==> src/rtl/alu_operand_loader.sv <==
// Serial operand/opcode loader that feeds a 4-bit pre-ALU and captures its result.
// Three beats (A, B, opcode) come in on a nibble bus, and the result leaves through a single-entry valid/ready buffer.
`timescale 1ns/1ps

module alu_operand_loader #(
    parameter int WIDTH = 4,
    parameter int CNT_W = 8
) (
    input  logic             clk,
    input  logic             rst_n,
    input  logic [WIDTH-1:0] din,
    input  logic             din_valid,
    output logic             din_ready,
    output logic [WIDTH-1:0] A,
    output logic [WIDTH-1:0] B,
    output logic             sel,
    input  logic [WIDTH-1:0] C,
    output logic [WIDTH-1:0] res,
    output logic             res_valid,
    input  logic             res_ready,
    output logic             op_err,
    output logic [CNT_W-1:0] txn_count
);

    typedef enum logic [2:0] {
        S_A    = 3'd0,
        S_B    = 3'd1,
        S_OP   = 3'd2,
        S_EXEC = 3'd3,
        S_DONE = 3'd4
    } state_t;

    state_t r_state;
    state_t w_next_state;

    logic [WIDTH-1:0] r_a;
    logic [WIDTH-1:0] r_b;
    logic             r_sel;
    logic [WIDTH-1:0] r_res;
    logic             r_res_valid;
    logic             r_op_err;
    logic [CNT_W-1:0] r_txn_count;

    logic w_load_state;
    logic w_accept;
    logic w_res_hs;
    logic w_op_bad;

    // din_ready is gated by rst_n so that it reads 0 for the whole reset window.
    assign w_load_state = (r_state == S_A) || (r_state == S_B) || (r_state == S_OP);
    assign din_ready    = rst_n && w_load_state;
    assign w_accept     = din_valid && din_ready;
    assign w_res_hs     = (r_state == S_DONE) && res_ready;
    assign w_op_bad     = |din[WIDTH-1:1];

    always_ff @(posedge clk or negedge rst_n) begin
        if (!rst_n) begin
            r_state <= S_A;
        end else begin
            r_state <= w_next_state;
        end
    end

    always_comb begin
        w_next_state = r_state;
        case (r_state)
            S_A:     if (w_accept) w_next_state = S_B;
            S_B:     if (w_accept) w_next_state = S_OP;
            S_OP:    if (w_accept) w_next_state = S_EXEC;
            S_EXEC:  w_next_state = S_DONE;
            S_DONE:  if (res_ready) w_next_state = S_A;
            default: w_next_state = S_A;
        endcase
    end

    // Operand registers keep their values until the next transaction overwrites them.
    always_ff @(posedge clk or negedge rst_n) begin
        if (!rst_n) begin
            r_a      <= '0;
            r_b      <= '0;
            r_sel    <= 1'b0;
            r_op_err <= 1'b0;
        end else if (w_accept) begin
            case (r_state)
                S_A: r_a <= din;
                S_B: r_b <= din;
                S_OP: begin
                    r_sel <= din[0];
                    if (w_op_bad) begin
                        r_op_err <= 1'b1;
                    end
                end
                default: ;
            endcase
        end
    end

    // C is sampled one cycle after the opcode lands, giving the pre-ALU a full cycle to settle.
    always_ff @(posedge clk or negedge rst_n) begin
        if (!rst_n) begin
            r_res       <= '0;
            r_res_valid <= 1'b0;
            r_txn_count <= '0;
        end else begin
            if (r_state == S_EXEC) begin
                r_res       <= C;
                r_res_valid <= 1'b1;
            end else if (w_res_hs) begin
                r_res_valid <= 1'b0;
                r_txn_count <= r_txn_count + CNT_W'(1);
            end
        end
    end

    assign A         = r_a;
    assign B         = r_b;
    assign sel       = r_sel;
    assign res       = r_res;
    assign res_valid = r_res_valid;
    assign op_err    = r_op_err;
    assign txn_count = r_txn_count;

endmodule

==> config.mk <==
export PLATFORM = sky130hd
export DESIGN_NAME = alu_operand_loader
export DESIGN_NICKNAME = d
export VERILOG_FILES = /design/src/rtl/alu_operand_loader.sv
export SDC_FILE = /design/constraint.sdc
export NUM_CORES = 1
export LEC_CHECK = 0
export BUFFER_PORTS_ARGS = -buffer_cell sky130_fd_sc_hd__buf_2
export CORE_ASPECT_RATIO = 1.2
export CORE_MARGIN = 2
export CORE_UTILIZATION = 49
export CTS_CLUSTER_DIAMETER = 200
export DETAILED_ROUTE_END_ITERATION = 10
export GPL_TIMING_DRIVEN = 0
export HOLD_SLACK_MARGIN = 0.15
export PLACE_DENSITY = 0.77
export SKIP_LAST_GASP = 1
export SLEW_MARGIN = 20
export SYNTH_ARGS = -nofsm -noshare
export SYNTH_HDL_FRONTEND = slang
export SYNTH_SLANG_ARGS = --single-unit
==> constraint.sdc <==
create_clock -name clk -period 1.52 [get_ports clk]
set_input_delay 0.304 -clock clk [delete_from_list [all_inputs] [get_ports clk]]
set_output_delay 0.304 -clock clk [all_outputs]
set_load 0.1 [all_outputs]
**After elaboration in Yosys (flattened, before gate mapping)**

Index checks and enable logic that the tools add are counted.

- Register bits: 26
- Latch bits: 0
- RAM bits: 0
- ROM bits: 0
- Input bits: 12
- Output and inout bits: 24
- Logic and storage cells: 39
- Memories: 0

- Add/sub/neg operators: 1
- Multipliers: 0
- Div/mod/pow operators: 0
- Magnitude comparators: 0
- Eq/ne operators: 8
- Shifts and indexed selects: 0
- Multiplexer cells: 7
- Bitwise operators: 1
- Reduce and logical (&&, ||, !) cells: 14

Operator list:

| kind | count |
|---|---|
| 3-bit one-hot mux with 5 select lines | 1 |
| 3-bit two-way mux | 4 |
| 8-bit by 1-bit adder with 8-bit output, second input constant | 1 |
| 2-bit inequality test, second input constant | 4 |
| 2-bit AND reduction | 4 |
| 3-bit by 2-bit == test with 1-bit output, second input constant | 2 |
| 4-bit AND reduction | 1 |
| 3-bit by 1-bit == test with 1-bit output, second input constant | 1 |
| 3-bit == test, second input constant | 1 |
| 1-bit logical AND | 3 |
| 3-bit zero test | 1 |
| 3-bit AND reduction | 1 |
| 3-bit OR reduction | 1 |
| 1-bit logical OR | 2 |
| 1-bit two-way mux | 2 |
| 2-bit nonzero test | 1 |
| 1-bit inverter | 1 |

**Logic depth before layout (Yosys ltp)**

Gate-level depths: netlist of the first run.

- Depth in word-level cells: 7
- Depth in mapped cells: 5
- Depth with buffers taken out: 4

**Worst setup path before layout of the first run**

OpenSTA, ideal clock, no wires.

- Kind: register to output
- Start: reg r_state[2]
- End: out din_ready
- Arrival time: 2.091 ns
- Required time: 1.216 ns
- Path slack: -0.875 ns
- Stages on the path, launching flop included: 3
- Buffers on the path: 0
- Cells stage by stage: dfrtp_1 > or2b_1 > a21oi_1

- Word-level cells in the longest chain between the ends: 4
- Elaborated cells between the ends (all ways): 6
- Classes of those cells: 2 x eq/ne; 4 x reduce/logical

RTL lines:

| item | RTL line | text |
|---|---|---|
| start, declared | 33 | `state_t r_state;` |
| start signal, assigned | 60 | `r_state <= w_next_state;` |
| 3-bit by 1-bit == test with 1-bit output / 3-bit zero test (equally long branches) | 50 | `assign w_load_state = (r_state == S_A) \|\| (r_state == S_B) \|\| (r_state == S_OP);` |
| 1-bit logical OR | 50 |  |
| 1-bit logical OR * | 50 |  |
| 1-bit logical AND * | 51 | `assign din_ready = rst_n && w_load_state;` |
| end, declared | 13 | `output logic din_ready,` |

Mark *: on every way between the ends. The rest lies on a longest branch, timed or not.

**Final worst setup path of the first run**

Same ends and word-level chain as after synthesis.

==> results of run 1 <==
worst min-delay path by stage:
| stage | slack (ns) | cells after the start | end |
|---|---|---|---|
| after floorplan | 0.008 | 0 | A[0] |
| after global placement | 0.36 | 1 | r_state[0] |
| after detailed placement | 0.37 | 1 | r_state[0] |
| after CTS | -0.11 | 1 | r_state[0] |
| after global routing | -0.11 | 1 | A[2] |
| final | -0.11 | 1 | r_state[0] |
flip-flops by register name, summed over array words and instances (netlist names):
name       count
res_valid      1
op_err         1
sel            1
A              4
r_state        3
txn_count      8
B              4
res            4
logic make-up after synthesis:
group	Yosys count
muxes	14
buffers and inverters	4
and+or+nand+nor	23
xor gates and xnor gates	7
adders and majority gates	1
DFF	26
AOI/OAI and AO/OA	7
routing by layer:
metal  vias to the layer above  GRT usage (%)
met1                       391          19.92
met5                         -              0
met4                         0          4.633
li1                        380              -
met3                         2          2.894
met2                        20          27.03
area by class of cell:
class | count | area share [%]
flip-flops and latches | 26 | 44.71
multi-input cells | 52 | 31.50
repair buffers | 42 | 16.93
well taps | 30 | 2.540
clock inverters | 1 | 2.032
clock buffers | 3 | 1.524
plain buffers | 1 | 0.5080
inverters | 1 | 0.2540
what timing repair did:
item	CTS	global route
endpoints found under the hold margin	26	26
setup buffers	1	6
gates resized for setup	6	6
setup endpoints to repair	5	18
synthesized netlist by cell type:
library cell / number / area [um2]
a21o_1: 1 / 7.510
a21oi_1: 4 / 20.02
and2_1: 1 / 6.260
and3_1: 1 / 6.260
and4_1: 1 / 8.760
buf_2: 1 / 5.000
clkbuf_2: 2 / 10.01
dfrtp_1: 26 / 650.6
ha_1: 1 / 12.51
inv_1: 1 / 3.750
mux2_2: 10 / 112.6
mux2_4: 4 / 60.06
nand2_1: 4 / 15.01
nand2b_1: 1 / 6.260
nand3_1: 2 / 10.01
nand3b_1: 2 / 15.01
nand3b_4: 1 / 20.02
nand4_1: 2 / 12.51
nand4b_1: 1 / 8.760
nor2_1: 2 / 7.510
nor3b_2: 1 / 12.51
nor4bb_1: 1 / 10.01
o21ai_0: 2 / 10.01
or2b_1: 1 / 7.510
or3_1: 1 / 6.260
or3_4: 1 / 11.26
xnor2_1: 6 / 52.55
xor2_1: 1 / 8.760
stage by stage:
stage	utilization (%)	hold slack [ns]	TNS, ns
finish	69.80	-0.1090	-0.1731
global route	69.80	-0.1116	-0.7245
CTS	67.49	-0.1052	-0.1946
detailed placement	63.71	0.3712	-3.442
global placement	63.71	0.3622	-3.167
floorplan	-	0.008409	0
==> impl_metrics.env, run 1 <==
export IMPL_antenna_found_initial=0
export IMPL_synth_top_family_by_area="multiplexers"
export IMPL_timing_final_ws_setup_ns=-0.07947
export IMPL_setup_viol=9
export IMPL_grt_pass1_wl_um=3167
export IMPL_synthAdderAreaFrac_pct=1.120
export IMPL_die_area_um2=2680
export IMPL_ys_seq_elements=26
export IMPL_syn_area_um2=1117
export IMPL_num_rows=18
export IMPL_cp_max_fo=2
export IMPL_clock_sinks=26
export IMPL_critPathCaptureType="output pin"
export IMPL_drv_slew=0
export IMPL_gp_congestion=0.6693
export IMPL_core_area_um2=2117
export IMPL_hold_slack_ns=-0.1090
export IMPL_crit_chain="or2b_1, a21oi_4, buf_12"
export IMPL_avgSynthCellArea_um2=13.63
export IMPL_worstSkewPairLatency_ns=0.31
export IMPL_synth_xor_area_share_pct=5.487
export IMPL_finalInstanceArea_um2=1478
export IMPL_grt_pass1_vias=721
export IMPL_worstReg2RegEnd="B[2]"
export IMPL_post_route_period_util_pct=105.2
export IMPL_r2r_start="r_state[2]"
export IMPL_top_layer_used="met4"
export IMPL_grt_max_degree=32
export IMPL_critPathCapture="din_ready"
export IMPL_r2r_cells=4
export IMPL_ff_latch_area_um2=660.6
export IMPL_max_clock_freq_ghz=0.6252
export IMPL_dp_cells=147
export IMPL_rsz0062_at_grt="true"
export IMPL_synthSimpleGateAreaFrac_pct=14.67
export IMPL_layout_commonest_cell="buf_2"
export IMPL_skew_ns=0.002922
export IMPL_drcViolationCount=0
export IMPL_startpoint="r_state[2]"
export IMPL_numCtsBuffers=3
export IMPL_final_hold_viol_count=26
export IMPL_cp_start_kind="flop"
export IMPL_cts_tree="yes"
export IMPL_layout_min_cycle_time_ns=1.599
export IMPL_vias=793
export IMPL_synth_seq_area_share_pct=58.23
export IMPL_relSlewSlack_pct=67.76
export IMPL_dr_wl_met3_um=80
export IMPL_worst_path_buf_inv=1
export IMPL_gr_total_overflow=0
export IMPL_crit_family="flip-flops"
export IMPL_pre_cts_slack_ns=-0.4955
export IMPL_grt_usage_pct=15.94
export IMPL_violations="negative hold slack, negative setup slack"
export IMPL_cts_root_buf="clkbuf_4"
export IMPL_filler_cell_count=165
export IMPL_final_cell_mix="buf_2, dfrtp_1, mux2_2"
export IMPL_syn2layout_area_growth_pct=32.25
export IMPL_r2r_slack_ns=-0.02
export IMPL_drive_gt1_share_pct=58.73
export IMPL_worst_slew_pin_slew_ns=0.4870
export IMPL_crit_cells=3
export IMPL_multiInputGateArea_um2=465.4
export IMPL_m1WireLength_um=901
export IMPL_worstSetupPathType="reg -> out"
export IMPL_initial_core_util_pct=52.78
export IMPL_port_buffers=35
export IMPL_firstDrtPassIters=4
export IMPL_cts_htree_levels=1
export IMPL_viasPerCell=5.083
export IMPL_wire_per_inst_um=13.21
export IMPL_cp_data_required_time_ns=1.22
export IMPL_synth_area_mux_share_pct=15.45
export IMPL_synth_cell_types=28
export IMPL_route_met2_wl_um=1066
export IMPL_postPlaceCellArea_um2=1349
export IMPL_cp_slowest_stage_delay_ns=0.41
export IMPL_clkTransAtPathRegs_ns=0.14
export IMPL_wl_um=2060
export IMPL_slowest_stage="dfrtp_1"
export IMPL_hp_class="in -> async"
export IMPL_n_antenna_cell=0
export IMPL_io_pins=36
export IMPL_nets=140
export IMPL_outcome="finished with violations"
export IMPL_synth_nets=95
export IMPL_yosys_warnings=0
export IMPL_antenna_left=0
export IMPL_die_y_um=56.31
export IMPL_synth_compound_area_share_pct=3.359
export IMPL_fp_dieW_um=47.59
export IMPL_drtIter0Drc=9
export IMPL_synth_cells=82
export IMPL_arrival_ns=1.30
export IMPL_clockBufferDepth=2
export IMPL_instances_no_fill=156
export IMPL_drv_cap=0
Power of run 1 is left out: the tool's default activity adds up to more than one toggle a clock period on the data nets, which glitch-free logic cannot reach.
==> inputs of run 2 (changes only) <==
- CAP_MARGIN: default -> 20
- CTS_CLUSTER_DIAMETER: 200 -> default
- RECOVER_POWER: default -> 100
==> impl_metrics.env, run 2 (synthesized netlist as in run 1, its figures left out) <==
export IMPL_nets=140
export IMPL_final_hold_viol_count=26
export IMPL_fp_dieW_um=47.59
export IMPL_grt_max_degree=32
export IMPL_timing_final_ws_setup_ns=-0.07820
export IMPL_r2r_start="r_state[2]"
export IMPL_rsz0062_at_grt="true"
export IMPL_firstDrtPassIters=4
export IMPL_grt_pass1_vias=721
export IMPL_drv_slew=0
export IMPL_drv_cap=0
export IMPL_drtIter0Drc=11
export IMPL_cp_start_kind="flop"
export IMPL_r2r_slack_ns=-0.02
export IMPL_largest_reg_flops=8
export IMPL_arrival_ns=1.29
export IMPL_r2r_cells=4
export IMPL_cts_htree_levels=1
export IMPL_n_antenna_cell=0
export IMPL_initial_core_util_pct=52.78
export IMPL_core_area_um2=2117
export IMPL_postPlaceCellArea_um2=1349
export IMPL_crit_chain="or2b_1, a21oi_4, buf_12"
export IMPL_wire_per_inst_um=13.20
export IMPL_max_clock_freq_ghz=0.6257
export IMPL_vias=799
export IMPL_layout_commonest_cell="buf_2"
export IMPL_io_pins=36
export IMPL_cts_root_buf="clkbuf_4"
export IMPL_clockBufferDepth=2
export IMPL_die_y_um=56.31
export IMPL_grt_pass1_wl_um=3167
export IMPL_finalInstanceArea_um2=1474
export IMPL_worstReg2RegEnd="B[2]"
export IMPL_syn2layout_area_growth_pct=31.91
export IMPL_critPathCapture="din_ready"
export IMPL_antenna_left=0
export IMPL_skew_ns=0.004356
export IMPL_startpoint="r_state[2]"
export IMPL_worstSetupPathType="reg -> out"
export IMPL_worstSkewPairLatency_ns=0.31
export IMPL_critPathCaptureType="output pin"
export IMPL_slowest_stage="dfrtp_1"
export IMPL_cp_data_required_time_ns=1.22
export IMPL_worst_slew_pin_slew_ns=0.5392
export IMPL_clkTransAtPathRegs_ns=0.14
export IMPL_port_buffers=35
export IMPL_cp_max_fo=2
export IMPL_relSlewSlack_pct=64.21
export IMPL_drcViolationCount=0
export IMPL_numCtsBuffers=3
export IMPL_cp_slowest_stage_delay_ns=0.41
export IMPL_gr_total_overflow=0
export IMPL_setup_viol=9
export IMPL_grt_usage_pct=15.94
export IMPL_violations="negative hold slack, negative setup slack"
export IMPL_hold_slack_ns=-0.1069
export IMPL_outcome="finished with violations"
export IMPL_gp_congestion=0.6693
export IMPL_layout_min_cycle_time_ns=1.598
export IMPL_clock_sinks=26
export IMPL_post_route_period_util_pct=105.1
export IMPL_filler_cell_count=165
export IMPL_viasPerCell=5.122
export IMPL_num_rows=18
export IMPL_final_cell_mix="buf_2, dfrtp_1, mux2_2"
export IMPL_cts_tree="yes"
export IMPL_antenna_found_initial=0
export IMPL_die_area_um2=2680
export IMPL_wl_um=2059
export IMPL_drive_gt1_share_pct=57.94
export IMPL_hp_class="in -> async"
run 2: changes by cell type in the layout (fill, tap and decap cells not counted):
cell,delta
buf_2,-6
clkbuf_2,+6
buf_4,-1
clkbuf_1,+1
run 2: through the flow:
stage | worst slack, ns | setup TNS, ns | utilization (%) | std cells
global route | -0.1331 | -0.7245 | 69.62 | 156
CTS | -0.08561 | -0.1946 | 67.49 | 152
detailed placement | -0.4955 | -3.442 | 63.71 | 147
finish | -0.07820 | -0.1689 | 69.62 | 156
global placement | -0.4759 | -3.167 | 63.71 | 147
floorplan | 0.01325 | 0 | - | 82
run 2: layout make-up:
type / count / area [um2] / share of cell area, %
flip-flops and latches: 26 / 660.6 / 44.82
multi-input cells: 52 / 465.4 / 31.58
repair buffers: 42 / 246.5 / 16.72
well taps: 30 / 37.54 / 2.547
clock inverters: 1 / 30.03 / 2.037
clock buffers: 3 / 22.52 / 1.528
plain buffers: 1 / 7.507 / 0.5093
inverters: 1 / 3.754 / 0.2547
run 2: how the worst min path moves through the flow:
stage	to	slack [ns]	cells after the start
after floorplan	A[0]	0.008	0
after global routing	A[2]	-0.11	1
after CTS	r_state[0]	-0.11	1
after detailed placement	r_state[0]	0.37	1
final	A[0]	-0.11	1
after global placement	r_state[0]	0.36	1
run 2: worst max-delay path: cells and delay by family, from the launching register on:
| kind | cells | cell delay, ns |
|---|---|---|
| flip-flops | 1 | 0.41 |
| buffers and inverters | 1 | 0.18 |
| AO/OA/AOI/OAI | 1 | 0.14 |
| AND/OR/NAND/NOR | 1 | 0.25 |
run 2: routing by layer:
metal / GRT usage [%] / part of all wire (%)
met1: 19.92 / 44
met2: 27.03 / 52
met3: 2.894 / 3.8
met4: 4.633 / 0.53
met5: 0 / 0
run 2: repair_timing:
item                                    4_1_cts  5_1_grt
setup buffers                                 1        6
endpoints found under the hold margin        26       26
resized for setup                             6        6
endpoints found under the setup margin        5       18
Power of run 2 is left out for the same reason.
==> inputs of run 3 (changes only) <==
- CORE_ASPECT_RATIO: 1.2 -> 1.25
- SKIP_CTS_REPAIR_TIMING: default -> 1
==> impl_metrics.env, run 3 (synthesized netlist as in run 1, its figures left out) <==
export IMPL_outcome="finished with violations"
export IMPL_violations="negative hold slack, negative setup slack"
export IMPL_clockBufferDepth=2
export IMPL_worstSetupPathType="reg -> out"
export IMPL_grt_usage_pct=16.26
export IMPL_cts_root_buf="clkbuf_4"
export IMPL_drv_slew=0
export IMPL_io_pins=36
export IMPL_viasPerCell=5.039
export IMPL_cts_tree="yes"
export IMPL_syn2layout_area_growth_pct=28.56
export IMPL_rsz0062_at_grt="true"
export IMPL_core_area_um2=2187
export IMPL_num_rows=19
export IMPL_hp_class="in -> async"
export IMPL_filler_cell_count=184
export IMPL_layout_commonest_cell="buf_2"
export IMPL_final_cell_mix="buf_2, dfrtp_1, mux2_2"
export IMPL_antenna_found_initial=0
export IMPL_cp_start_kind="flop"
export IMPL_worstReg2RegEnd="B[1]"
export IMPL_initial_core_util_pct=51.09
export IMPL_grt_pass1_vias=737
export IMPL_pre_cts_slack_ns=-0.4847
export IMPL_r2r_cells=4
export IMPL_grt_pass1_wl_um=3229
export IMPL_clkTransAtPathRegs_ns=0.14
export IMPL_largest_reg_flops=8
export IMPL_n_antenna_cell=0
export IMPL_post_route_period_util_pct=107.4
export IMPL_worst_slew_pin_slew_ns=0.4854
export IMPL_timing_final_ws_setup_ns=-0.1125
export IMPL_relSlewSlack_pct=67.86
export IMPL_gr_total_overflow=0
export IMPL_hold_slack_ns=-0.1080
export IMPL_r2r_start="r_state[2]"
export IMPL_grt_max_degree=32
export IMPL_postPlaceCellArea_um2=1350
export IMPL_cp_data_required_time_ns=1.22
export IMPL_setup_viol=9
export IMPL_die_y_um=57.39
export IMPL_crit_chain="or2b_1, a21oi_4, buf_12"
export IMPL_post_dp_hpwl_um=1446
export IMPL_skew_ns=0.001491
export IMPL_slowest_stage="dfrtp_2"
export IMPL_gp_congestion=0.6735
export IMPL_crit_family="flip-flops"
export IMPL_nets=137
export IMPL_r2r_slack_ns=-0.07
export IMPL_worstSkewPairLatency_ns=0.31
export IMPL_vias=776
export IMPL_fp_dieW_um=46.71
export IMPL_die_area_um2=2681
export IMPL_firstDrtPassIters=4
export IMPL_wire_per_inst_um=12.35
export IMPL_port_buffers=35
export IMPL_wl_um=1902
export IMPL_finalInstanceArea_um2=1436
export IMPL_cp_slowest_stage_delay_ns=0.44
export IMPL_drcViolationCount=0
export IMPL_cp_max_fo=4
export IMPL_worst_path_buf_inv=1
export IMPL_layout_min_cycle_time_ns=1.633
export IMPL_final_hold_viol_count=26
export IMPL_drtIter0Drc=8
export IMPL_cts_htree_levels=1
export IMPL_antenna_left=0
export IMPL_max_clock_freq_ghz=0.6126
export IMPL_clock_sinks=26
export IMPL_drive_gt1_share_pct=57.72
export IMPL_arrival_ns=1.33
export IMPL_numCtsBuffers=3
export IMPL_drv_cap=0
export IMPL_critPathCaptureType="output pin"
[run 3: area by class of cell]
class                      count  area, um2  area share, %
buffer                         3      17.52          1.220
multi-input combinational     52      467.9          32.58
tap                           31      38.79          2.700
sequential                    26      659.4          45.91
timing repair buffer          37      212.7          14.81
clock buffer                   4      36.28          2.526
inverter                       1      3.754         0.2613
[run 3: worst reg2reg max path: cells and delay by family, from the launching register on]
kind          cells  cell delay, ns
simple gates      2            0.51
mux               1            0.39
buf+inv           1            0.15
flops             1            0.44
[run 3: worst max path at each step]
stage,endpoint,slack (ns),startpoint,depth (start not counted)
after floorplan,din_ready,0.01,r_state[2],2
after global placement,din_ready,-0.48,rst_n,4
after detailed placement,din_ready,-0.48,rst_n,4
after CTS,din_ready,-0.49,rst_n,4
after global routing,din_ready,-0.17,r_state[2],3
final,din_ready,-0.11,r_state[2],3
[run 3: layer usage]
metal	vias to the layer above	share of wire, %	global-route usage [%]
li1	370	-	-
met1	383	43	22.69
met2	23	52	26.39
met3	0	4.8	2.848
met4	0	0	3.571
met5	-	0	0
[run 3: per-stage QoR]
stage                     TNS (ns)  util [%]  std cells
after global routing        -1.101     65.68        154
after CTS                  -0.6785     63.39        152
final                      -0.4746     65.68        154
after global placement      -3.075     61.73        148
after floorplan                  0         -         82
after detailed placement    -3.525     61.73        148
Power of run 3 is left out for the same reason.
